`src/rtl/fir_pkg.sv`:
```
// Shared definitions for the FIR tap sequencer: state encoding, default sizes
// and the idle levels of the active-low SRAM control strobes.
package fir_pkg;

  localparam int P_TAPS_DEF = 33;
  localparam int P_AW_DEF   = 6;
  localparam int P_DW_DEF   = 16;

  localparam logic RAM_CSN_OFF = 1'b1;
  localparam logic RAM_WRN_OFF = 1'b1;

  typedef enum logic [2:0] {
    S_IDLE  = 3'd0,
    S_WRITE = 3'd1,
    S_SHIFT = 3'd2,
    S_RUN   = 3'd3,
    S_DRAIN = 3'd4,
    S_DONE  = 3'd5
  } state_e;

endpackage

```
`src/rtl/fir_tap_cnt.sv`:
```
// Tap counter for the FIR sequencer: synchronous clear, increment, and a flag
// marking the final tap index.
module fir_tap_cnt #(
  parameter int P_TAPS = 33,
  parameter int P_AW   = 6
) (
  input  logic            iClk_12M,
  input  logic            iRsn,
  input  logic            iClr,
  input  logic            iInc,
  output logic [P_AW-1:0] oCnt,
  output logic            oLast
);

  localparam logic [P_AW-1:0] LP_LAST = P_AW'(P_TAPS - 1);

  logic [P_AW-1:0] r_cnt;

  always_ff @(posedge iClk_12M or negedge iRsn) begin
    if (!iRsn) begin
      r_cnt <= '0;
    end else if (iClr) begin
      r_cnt <= '0;
    end else if (iInc) begin
      r_cnt <= r_cnt + P_AW'(1);
    end
  end

  assign oCnt  = r_cnt;
  assign oLast = (r_cnt == LP_LAST);

endmodule

```
`src/rtl/fir_tap_sequencer.sv`:
```
// Time-multiplexed tap sequencer sharing one coefficient SRAM between host writes
// and filtering. Define FIR_OVERRUN_CNT_EN to add the saturating oOverrunCnt output.
module fir_tap_sequencer
  import fir_pkg::*;
#(
  parameter int P_TAPS = P_TAPS_DEF,
  parameter int P_AW   = P_AW_DEF,
  parameter int P_DW   = P_DW_DEF
) (
  input  logic            iClk_12M,
  input  logic            iRsn,
  input  logic            iEnSample,
  input  logic            iHostReq,
  input  logic [P_AW-1:0] iHostAddr,
  input  logic [P_DW-1:0] iHostWrDt,
  input  logic            iClrOverrun,
  output logic            oHostAck,
  output logic            oCsnRam,
  output logic            oWrnRam,
  output logic [P_AW-1:0] oAddrRam,
  output logic [P_DW-1:0] oWrDtRam,
  output logic            oShiftEn,
  output logic            oAccClr,
  output logic            oAccEn,
  output logic [P_AW-1:0] oTapSel,
  output logic            oOutValid,
  output logic            oBusy,
  output logic            oOverrun
`ifdef FIR_OVERRUN_CNT_EN
  ,
  output logic [7:0]      oOverrunCnt
`endif
);

  localparam logic [P_AW:0] LP_TAPS = (P_AW + 1)'(P_TAPS);

  state_e          r_state;
  state_e          w_nextState;
  logic [P_AW-1:0] w_cnt;
  logic            w_last;
  logic            w_inRange;
  logic            w_drop;
  logic            r_accEn;
  logic [P_AW-1:0] r_tapSel;
  logic            r_overrun;

  fir_tap_cnt #(
    .P_TAPS(P_TAPS),
    .P_AW  (P_AW)
  ) u_tapCnt (
    .iClk_12M(iClk_12M),
    .iRsn    (iRsn),
    .iClr    (r_state == S_SHIFT),
    .iInc    (r_state == S_RUN),
    .oCnt    (w_cnt),
    .oLast   (w_last)
  );

  assign w_inRange = ({1'b0, iHostAddr} < LP_TAPS);
  assign w_drop    = iEnSample && (r_state != S_IDLE);

  // A sample strobe has priority over a pending host write in IDLE.
  always_comb begin
    w_nextState = r_state;
    case (r_state)
      S_IDLE: begin
        if (iEnSample)     w_nextState = S_SHIFT;
        else if (iHostReq) w_nextState = S_WRITE;
      end
      S_WRITE: w_nextState = S_IDLE;
      S_SHIFT: w_nextState = S_RUN;
      S_RUN:   if (w_last) w_nextState = S_DRAIN;
      S_DRAIN: w_nextState = S_DONE;
      S_DONE:  w_nextState = S_IDLE;
      default: w_nextState = S_IDLE;
    endcase
  end

  always_ff @(posedge iClk_12M or negedge iRsn) begin
    if (!iRsn) begin
      r_state <= S_IDLE;
    end else begin
      r_state <= w_nextState;
    end
  end

  always_comb begin
    oCsnRam   = RAM_CSN_OFF;
    oWrnRam   = RAM_WRN_OFF;
    oAddrRam  = '0;
    oWrDtRam  = '0;
    oHostAck  = 1'b0;
    oShiftEn  = 1'b0;
    oAccClr   = 1'b0;
    oOutValid = 1'b0;
    case (r_state)
      S_WRITE: begin
        oCsnRam  = w_inRange ? 1'b0 : RAM_CSN_OFF;
        oWrnRam  = 1'b0;
        oAddrRam = iHostAddr;
        oWrDtRam = iHostWrDt;
        oHostAck = 1'b1;
      end
      S_SHIFT: begin
        oShiftEn = 1'b1;
        oAccClr  = 1'b1;
      end
      S_RUN: begin
        oCsnRam  = 1'b0;
        oAddrRam = w_cnt;
      end
      S_DONE:  oOutValid = 1'b1;
      default: ;
    endcase
  end

  // Accumulate controls trail the SRAM read address by the one-cycle read latency.
  always_ff @(posedge iClk_12M or negedge iRsn) begin
    if (!iRsn) begin
      r_accEn  <= 1'b0;
      r_tapSel <= '0;
    end else begin
      r_accEn  <= (r_state == S_RUN);
      r_tapSel <= (r_state == S_RUN) ? w_cnt : '0;
    end
  end

  always_ff @(posedge iClk_12M or negedge iRsn) begin
    if (!iRsn) begin
      r_overrun <= 1'b0;
    end else if (w_drop) begin
      r_overrun <= 1'b1;
    end else if (iClrOverrun) begin
      r_overrun <= 1'b0;
    end
  end

`ifdef FIR_OVERRUN_CNT_EN
  logic [7:0] r_overrunCnt;

  // A drop coinciding with a clear restarts the count at one.
  always_ff @(posedge iClk_12M or negedge iRsn) begin
    if (!iRsn) begin
      r_overrunCnt <= 8'd0;
    end else if (w_drop) begin
      if (iClrOverrun)                r_overrunCnt <= 8'd1;
      else if (r_overrunCnt != 8'hFF) r_overrunCnt <= r_overrunCnt + 8'd1;
    end else if (iClrOverrun) begin
      r_overrunCnt <= 8'd0;
    end
  end

  assign oOverrunCnt = r_overrunCnt;
`endif

  assign oAccEn   = r_accEn;
  assign oTapSel  = r_tapSel;
  assign oOverrun = r_overrun;
  assign oBusy    = (r_state != S_IDLE);

endmodule

```
`config.mk`:
```
export PLATFORM = sky130hd
export DESIGN_NAME = fir_tap_sequencer
export DESIGN_NICKNAME = d
export VERILOG_FILES = /design/src/rtl/fir_pkg.sv /design/src/rtl/fir_tap_cnt.sv /design/src/rtl/fir_tap_sequencer.sv
export SDC_FILE = /design/constraint.sdc
export NUM_CORES = 1
export LEC_CHECK = 0
export CORE_UTILIZATION = 38
export DETAILED_ROUTE_END_ITERATION = 7
export PLACE_DENSITY = 0.88
export SYNTH_ARGS = -nofsm -noshare
export SYNTH_HDL_FRONTEND = slang
export SYNTH_SLANG_ARGS = --single-unit
```
`constraint.sdc`:
```
create_clock -name iClk_12M -period 2.8 [get_ports iClk_12M]
set_input_delay 0.56 -clock iClk_12M [delete_from_list [all_inputs] [get_ports iClk_12M]]
set_output_delay 0.56 -clock iClk_12M [all_outputs]
set_load 0.1 [all_outputs]
```
==> metrics.cfg <==
[timing]
finalHoldViolations = 0
period_share_pct = 94.36
grt_setup_unrepaired = no
fmax_mhz = 378.5
final.setup_skew_ns = 0.003756
slew_violations = 0
worst_pin_slew_ns = 0.7399
finalSetupTns_ns = 0
setup-violations-final = 0
min_period_ns = 2.642
slew_headroom_pct = 50.52

[worst_hold_path]
hold_class = register to register

[floorplan]
fp.dieH_microns = 52.19
ioPinCount = 64
die_x_microns = 52.19
start_util_pct = 41.67
rows = 17
coreArea_sq_um = 2297
die-area_sq_um = 2724

[yosys]
syn_area_per_cell_sq_um = 9.116
synth_area_sq_um = 957.2
synth_edf_count = 0
synth_nets = 134
synth.distinct_cells = 25
synth_ff_type = dfrtp_1
synth_cells = 105
seq_area_frac_synth_pct = 44.44
async_flop_share_pct = 100.0
synth-seq-cells = 17
ys_warn_count = 0

[final_layout]
area_delta_synth_final_pct = 93.07
n_fill_cell = 144
ff_latch_area_sq_um = 425.4
multi_input_area_sq_um = 486.7
n_antenna_cell = 0
fin_nets = 196
drive_gt1_share_pct = 26.51

[clocking]
post-cts-setup-buffer-count = 0
clock-sinks = 17
ctsResizeCount = 0
clk_pin_slew_ns = 0.11
clock_latency_ns = 0.29
clockBufferDepth = 2
cts_hold_buf = 0
cts_buffers = 3
clockRootBuffer = clkbuf_4
cts_tree = done
htreeDepth = 1

[worst_setup_path]
cp_top_family = simple AND/OR/NAND/NOR gates
slowest_stage = or4_1
required_ns = 2.24
path_class = input pin to output port
worstPathArrival_ns = 2.08
critPathBufInv = 2
slowest_delay_ns = 0.52
critical_path.max_fanout = 2
crit_chain = clkdlybuf4s50_1 > or4_1 > o21ai_0 > nand3b_1 > buf_12
crit_path_start_kind = input pin
end_kind = output port

[route]
wire_per_inst_microns = 15.98
drt-initial-drc-count = 18
drtAntennaViolNets = 0
drc = 0
wirelength_mm = 3.101
via_per_inst = 5.129
drt_pass1_iterations = 4
route.vias.total = 995

[global_route]
antenna_found_initial = 0
grt_pass1_vias = 907
grt_max_degree = 25
grt_first_pass_wirelength_mm = 4.843
grt-ovfl-total = 0
grtUsageTotal_pct = 25.63

[placement]
port_buffers = 63
hpwlAfterDp_mm = 2.595
gp_congestion = 0.8611

[flow_run]
max_cap_viol_count = 0

[status]
status = finished clean

==> through the flow <==
step	worst slack (ns)	cells	util [%]	cell area [sq um]	hold slack [ns]
5_1_grt	0.1228	194	80.45	1848	0.5628
4_1_cts	0.1789	194	80.45	1848	0.5345
3_3_place_gp	0.2449	190	79.25	1821	0.5112
6_report	0.1579	194	80.45	1848	0.5281
3_5_place_dp	0.1888	190	79.25	1821	0.5166
2_1_floorplan	0.05113	105	-	960.9	0.2644
==> cell usage in the layout, fill, tap and decap left out, types with 4 or more instances in the layout <==
cell type / n
a21o_1: 6
and2_1: 22
buf_12: 25
buf_4: 13
clkdlybuf4s50_1: 26
dfrtp_1: 17
inv_1: 4
nand2_1: 10
nand3_1: 6
o21ai_0: 6
==> worst reg2reg max path, delay by kind of cell (launching register included) <==
kind,cells,cell delay [ns]
DFF,1,0.64
and+or+nand+nor,2,0.66
AOI/OAI and AO/OA,1,0.21
==> metal layers <==
metal  track usage, %  wire length, microns  up-vias
met4            7.895                    22        0
met3            8.116                   325        2
met1            34.44                  1372      466
met2            39.32                  1380       54
li1                 -                     -      473
met5                0                     0        -
==> registers in the layout (all words and copies together) (netlist names) <==
name and cells:
oTapSel 6, u_tapCnt.oCnt 6, oOverrun 1, oAccEn 1
r_state 3
==> cell type report <==
class	count	share of cell area (%)
clock buffers	3	1.219
clock inverters	1	0.2708
inverters	4	0.8125
multi-input cells	77	26.34
flip-flops and latches	17	23.02
well taps	28	1.896
repair buffers	64	46.45
==> path summary, 6_finish.rpt <==
check,startpoint,end,slack (ns),cells past startpoint
worst max-delay path,iHostAddr[2],oCsnRam,0.16,5
worst min-delay path,oOverrun,oOverrun,0.53,2
worst max register to register,r_state[0],r_state[1],1.19,3
worst min register to register,oOverrun,oOverrun,0.53,2
max in group asynchronous,iRsn,u_tapCnt.oCnt[5],1.64,1
min in group asynchronous,iRsn,r_state[1],0.69,1
==> logic make-up after synthesis <==
kind of cell,count (synthesis),share of synthesized area (%)
adder cells (fa/ha/maj),2,2.614
multiplexers,1,1.046
flip-flops,17,44.44
buffers and inverters,11,4.967
AO/OA/AOI/OAI,17,12.16
AND/OR/NAND/NOR,57,34.77
==> cells in the mapped netlist, drive strengths merged (3+ instances only) <==
cell	number	share of area (%)
clkbuf	4	1.6
buf	3	1.8
o21ai	6	3.1
nor2	4	1.6
and2	22	14
or4	3	2.4
nor2b	3	2.0
inv	4	1.6
nand2	10	3.9
nand2b	3	2.0
a21o	6	4.7
nand3	6	3.1
dfrtp	17	44
Power is not shown: default switching activity piles up to over one toggle a cycle in this logic, so the estimate is an artifact.
